`src/rtl/sram_port_arbiter_pkg.sv`:
```
// Shared constants for the two-port SRAM arbiter: FSM states, grant codes,
// arbitration modes and the round-robin "last owner" encoding.
package sram_port_arbiter_pkg;
  localparam logic [0:0] ARB_IDLE = 1'b0;
  localparam logic [0:0] ARB_BUSY = 1'b1;

  localparam logic [1:0] GNT_NONE = 2'b00;
  localparam logic [1:0] GNT_D    = 2'b01;
  localparam logic [1:0] GNT_I    = 2'b10;

  localparam int ARB_FIXED = 0;
  localparam int ARB_RR    = 1;

  localparam logic RR_D = 1'b0;
  localparam logic RR_I = 1'b1;
endpackage

```
`src/rtl/sram_arb_picker.sv`:
```
// Combinational winner selection between port D and port I.
module sram_arb_picker
  import sram_port_arbiter_pkg::*;
#(
  parameter int RR_MODE      = ARB_FIXED,
  parameter int STARVE_LIMIT = 4,
  parameter int CNT_W        = 3
) (
  input  logic             req_d,
  input  logic             req_i,
  input  logic             rr_last,
  input  logic [CNT_W-1:0] starve_cnt,
  output logic [1:0]       pick,
  output logic             starve_force
);

  always_comb begin
    pick         = GNT_NONE;
    starve_force = 1'b0;
    if (req_d && req_i) begin
      if (RR_MODE == ARB_RR) begin
        pick = (rr_last == RR_I) ? GNT_D : GNT_I;
      end else if (starve_cnt == CNT_W'(STARVE_LIMIT)) begin
        pick         = GNT_I;
        starve_force = 1'b1;
      end else begin
        pick = GNT_D;
      end
    end else if (req_d) begin
      pick = GNT_D;
    end else if (req_i) begin
      pick = GNT_I;
    end
  end

endmodule

```
`src/rtl/sram_port_arbiter.sv`:
```
// Shares one SramController between the data cache (port D) and the
// instruction cache (port I); one access at a time, operands latched at grant.
module sram_port_arbiter
  import sram_port_arbiter_pkg::*;
#(
  parameter int ADDR_W       = 32,
  parameter int WDATA_W      = 32,
  parameter int RDATA_W      = 64,
  parameter int RR_MODE      = ARB_FIXED,
  parameter int STARVE_LIMIT = 4
) (
  input  logic               clk,
  input  logic               rst,
  input  logic               d_rd_en,
  input  logic               d_wr_en,
  input  logic [ADDR_W-1:0]  d_address,
  input  logic [WDATA_W-1:0] d_w_data,
  output logic [RDATA_W-1:0] d_r_data,
  output logic               d_ready,
  input  logic               i_rd_en,
  input  logic               i_wr_en,
  input  logic [ADDR_W-1:0]  i_address,
  input  logic [WDATA_W-1:0] i_w_data,
  output logic [RDATA_W-1:0] i_r_data,
  output logic               i_ready,
  output logic               sram_rd_en,
  output logic               sram_wr_en,
  output logic [ADDR_W-1:0]  sram_address,
  output logic [WDATA_W-1:0] sram_w_data,
  input  logic [RDATA_W-1:0] sram_r_data,
  input  logic               sram_ready,
  output logic [1:0]         grant,
  output logic               busy
);

  localparam int CNT_W = (STARVE_LIMIT < 1) ? 1 : $clog2(STARVE_LIMIT + 1);

  logic [0:0]         state_q, state_d;
  logic [1:0]         grant_q, grant_d;
  logic               wr_q, wr_d;
  logic [ADDR_W-1:0]  addr_q, addr_d;
  logic [WDATA_W-1:0] wdata_q, wdata_d;
  logic [CNT_W-1:0]   starve_q, starve_d;
  logic               rr_last_q, rr_last_d;

  logic       req_d, req_i;
  logic [1:0] pick;
  logic       starve_force;

  assign req_d = d_rd_en | d_wr_en;
  assign req_i = i_rd_en | i_wr_en;

  sram_arb_picker #(
    .RR_MODE      (RR_MODE),
    .STARVE_LIMIT (STARVE_LIMIT),
    .CNT_W        (CNT_W)
  ) u_picker (
    .req_d        (req_d),
    .req_i        (req_i),
    .rr_last      (rr_last_q),
    .starve_cnt   (starve_q),
    .pick         (pick),
    .starve_force (starve_force)
  );

  always_comb begin
    state_d   = state_q;
    grant_d   = grant_q;
    wr_d      = wr_q;
    addr_d    = addr_q;
    wdata_d   = wdata_q;
    starve_d  = starve_q;
    rr_last_d = rr_last_q;
    case (state_q)
      ARB_IDLE: begin
        if (pick != GNT_NONE) begin
          state_d   = ARB_BUSY;
          grant_d   = pick;
          rr_last_d = (pick == GNT_D) ? RR_D : RR_I;
          if (pick == GNT_D) begin
            wr_d    = d_wr_en;
            addr_d  = d_address;
            wdata_d = d_w_data;
          end else begin
            wr_d    = i_wr_en;
            addr_d  = i_address;
            wdata_d = i_w_data;
          end
          // Count only D grants that made a waiting I lose; saturate at the limit.
          if (RR_MODE == ARB_RR || starve_force || pick == GNT_I || !req_i)
            starve_d = '0;
          else if (starve_q != CNT_W'(STARVE_LIMIT))
            starve_d = starve_q + CNT_W'(1);
        end
      end
      default: begin
        if (sram_ready) begin
          state_d = ARB_IDLE;
          grant_d = GNT_NONE;
        end
      end
    endcase
  end

  always_ff @(posedge clk or posedge rst) begin
    if (rst) begin
      state_q   <= ARB_IDLE;
      grant_q   <= GNT_NONE;
      wr_q      <= 1'b0;
      addr_q    <= '0;
      wdata_q   <= '0;
      starve_q  <= '0;
      rr_last_q <= RR_I;
    end else begin
      state_q   <= state_d;
      grant_q   <= grant_d;
      wr_q      <= wr_d;
      addr_q    <= addr_d;
      wdata_q   <= wdata_d;
      starve_q  <= starve_d;
      rr_last_q <= rr_last_d;
    end
  end

  assign busy         = (state_q == ARB_BUSY);
  assign grant        = grant_q;
  assign sram_rd_en   = busy & ~wr_q;
  assign sram_wr_en   = busy & wr_q;
  assign sram_address = busy ? addr_q : '0;
  assign sram_w_data  = busy ? wdata_q : '0;

  // An idle port reads as ready so a cache with nothing pending never stalls.
  assign d_ready  = ~rst & (~req_d | (busy & grant_q[0] & sram_ready));
  assign i_ready  = ~rst & (~req_i | (busy & grant_q[1] & sram_ready));
  assign d_r_data = sram_r_data;
  assign i_r_data = sram_r_data;

endmodule

```
`config.mk`:
```
export PLATFORM = sky130hd
export DESIGN_NAME = sram_port_arbiter
export DESIGN_NICKNAME = d
export VERILOG_FILES = /design/src/rtl/sram_port_arbiter_pkg.sv /design/src/rtl/sram_arb_picker.sv /design/src/rtl/sram_port_arbiter.sv
export SDC_FILE = /design/constraint.sdc
export NUM_CORES = 1
export LEC_CHECK = 0
export BUFFER_PORTS_ARGS = -buffer_cell sky130_fd_sc_hd__buf_2
export CORE_AREA = 2 2 152 154
export CTS_CLUSTER_DIAMETER = 60
export DETAILED_ROUTE_END_ITERATION = 10
export DIE_AREA = 0 0 154 156
export SYNTH_ARGS = -nofsm -noshare
export SYNTH_HDL_FRONTEND = slang
export SYNTH_HIERARCHICAL = 1
export SYNTH_SLANG_ARGS = --single-unit
```
`constraint.sdc`:
```
create_clock -name clk -period 4.4 [get_ports clk]
set_input_delay 0.88 -clock clk [delete_from_list [all_inputs] [get_ports clk]]
set_output_delay 0.88 -clock clk [all_outputs]
set_load 0.03 [all_outputs]
```
==> results.md <==
* Floorplan die height at 156 um
* Top delay family on crit path: flip-flops
* Cell-by-cell listing of the critical path: buf_4 -> and2_1 -> buf_2
* Initial core utilization at 0.226
* Cts bufs inserted at 9
* Postcts setup bufs at 0
* CTS tree: yes
* Slew HR at 0.372
* Most heavily used metal layer in global routing: met2
* Hold bufs inserted after CTS at 0
* Clock Sink Count at 71
* Endpoint class of the critical path: output pin
* Setup TNS at 0 ns
* Upper clock frequency limit at 341 MHz
* Worst path bufs/invs at 2
* Final min period at 2.94 ns
* Total number of vias at 3999
* H-tree levels at 3
* Number of failing setup endpoints in the final timing report at 0
* Global-route wire length before repair at 22.6 mm
* Biggest cell delay along the critical path at 0.82 ns
* Run status: complete, no violations
* IO Count at 398
* Final routed DRC violation total at 0
* Worst setup skew after layout at 0.0120 ns
* Number of nets in the synthesized netlist at 778
* Post-DR wirelength/cell at 15.8 um
* Detail Route Antenna Nets at 0
* RSZ-0062 raised after global routing: no
* Synth Area per Inst at 8.77 um2
* Int Power at 2.28 mW
* PnR Total Power at 4.28 mW
* Hold Fails Final Rpt at 0
* Switching component of the power at 2.00 mW
* Final-stage net count at 835
* Synthesized cell area at 5060 um2
* Area of the die at 24000 um2
* GR Util met1 at 0.140
* Sequential group share of total power at 0.287
* Post-cts gate resize count at 0
* Power per Cell Area at 761 nW/um2
* Layout-stage area growth over the synthesis result at 11.1%
* Transition time of the tightest slew-check pin at 0.940 ns
* Fraction of the cycle the final worst path needs at 0.667
* Per-cell via count in the routed design at 4.33
* End-of-flow core utilization at 0.252
* Drt total wl at 14.6 mm
* Vias in the first global route at 4033
* Antenna violations before repair at 0
* Worst path required time at 3.52 ns
* Number of pins with negative max-slew slack in the final report at 0
* Final-layout fill cell count at 2443
* Initial drt markers at 211
* Leak pwr at 2.74 nW
* CTS root buf: clkbuf_16
* Chip width at 154 um
* Clock tree buffer depth at 2
* Crit path max fanout at 68
* Clock insertion delay at the later pin of the skew report at 0.33 ns
* Count of maximum capacitance violations at 0
* Kind of launch point of the worst setup path: flip-flop
* Post-Synthesis Cells at 577
* Reg clk slew, reported paths at 0.06 ns
* Proportion of total power due to net switching at 0.466
* Length of the first detailed-routing pass in iterations at 5
* CORE AREA at 22400 um2
* Library cell contributing the largest single delay on the critical path: dfrtp_4
* Ant diodes at 0
* Combinational power share at 0.523
* Maximum ir drop on the vdd rail at 0.000236 V
* Site row count at 55
* GRT met3 Usage at 0.0392
* Routability cong. at 0.737
* Kind of critical path: flip-flop to output pin
* Type of the worst min-delay path: flip-flop to flip-flop
* Number of warnings issued by yosys at 6
* Maximum number of pins on one net before global-route repair at 69
* Number of port buffers at 205
* Proportion of layout cells with a drive suffix above 1 at 0.405
* Total routing resource utilization after global routing at 0.124
* Crit path DAT at 2.06 ns
* Detailed-placement wirelength estimate at 10.8 mm
* Portion of total power attributed to the clock network at 0.191
* GRT met2 Usage at 0.206
* Overflow left after global routing at 0
-- layout make-up --
class | count | area, um2 | share of cell area
well taps | 285 | 357 | 0.0634
flip-flops and latches | 71 | 1780 | 0.317
multi-input cells | 329 | 2030 | 0.361
clock buffers | 11 | 243 | 0.0431
clock inverters | 5 | 81.3 | 0.0145
repair buffers | 215 | 1100 | 0.196
inverters | 8 | 31.3 | 0.00556
-- power groups by stage --
stage	Combinational, mW	Sequential, mW	Clock (mW)
floorplan	2.00	1.13	0
global placement	2.25	1.24	0
detailed placement	2.27	1.24	0
CTS	2.28	1.23	0.850
global route	2.47	1.29	0.873
finish	2.24	1.23	0.816
-- stage by stage --
| stage | hold WS (ns) | cells | area (um2) | setup WS [ns] |
|---|---|---|---|---|
| after floorplan | 0.442 | 577 | 5060 | 1.72 |
| after detailed placement | 0.470 | 908 | 5300 | 1.26 |
| after CTS | 0.485 | 924 | 5630 | 1.41 |
| final | 0.477 | 924 | 5630 | 1.46 |
| after global routing | 0.507 | 924 | 5630 | 1.29 |
| after global placement | 0.460 | 908 | 5300 | 1.32 |
-- state kept, by name, summed over array words and instances (netlist names) --
name      count
addr_q       32
busy          1
grant         2
starve_q      3
wdata_q      32
wr_q          1
-- worst reg2reg max path: cells and delay by family (launching register included) --
family	cells	cell delay (ns)
flip-flops	1	0.43
AND/OR/NAND/NOR	2	0.74
buffers and inverters	1	0.34
AO/OA/AOI/OAI	3	0.65
-- per-layer routing --
| layer | part of all wire | wire length, um |
|---|---|---|
| met1 | 0.40 | 5840 |
| met2 | 0.48 | 7030 |
| met3 | 0.086 | 1250 |
| met4 | 0.034 | 503 |
| met5 | 0 | 0 |
-- layout by cell type (no fill, tap or decap), types with 2 or more instances in the layout --
| cell | instances |
|---|---|
| a21oi_1 | 35 |
| a22oi_1 | 16 |
| a22oi_2 | 20 |
| a2bb2oi_1 | 29 |
| and2_1 | 66 |
| buf_2 | 205 |
| buf_4 | 10 |
| bufinv_16 | 2 |
| clkbuf_16 | 9 |
| clkinv_2 | 2 |
| dfrtp_1 | 70 |
| ha_1 | 2 |
| inv_1 | 7 |
| nand2_1 | 68 |
| nand3_1 | 2 |
| nor2_1 | 4 |
| nor2b_1 | 2 |
| o21ai_0 | 34 |
| o21ai_1 | 36 |
| or2_2 | 2 |
-- worst paths after layout --
check                            start               to  slack (ns)  cells past startpoint
max reg2reg                starve_q[0]        addr_q[1]        2.15                      6
max                               busy  sram_address[7]        1.46                      3
min                         wdata_q[8]       wdata_q[8]        0.48                      2
min in group asynchronous          rst         grant[1]        0.76                      2
min reg2reg                 wdata_q[8]       wdata_q[8]        0.48                      2
max in group asynchronous          rst      wdata_q[14]        2.80                      3
Note: power is estimated with default switching activity, not from simulation.
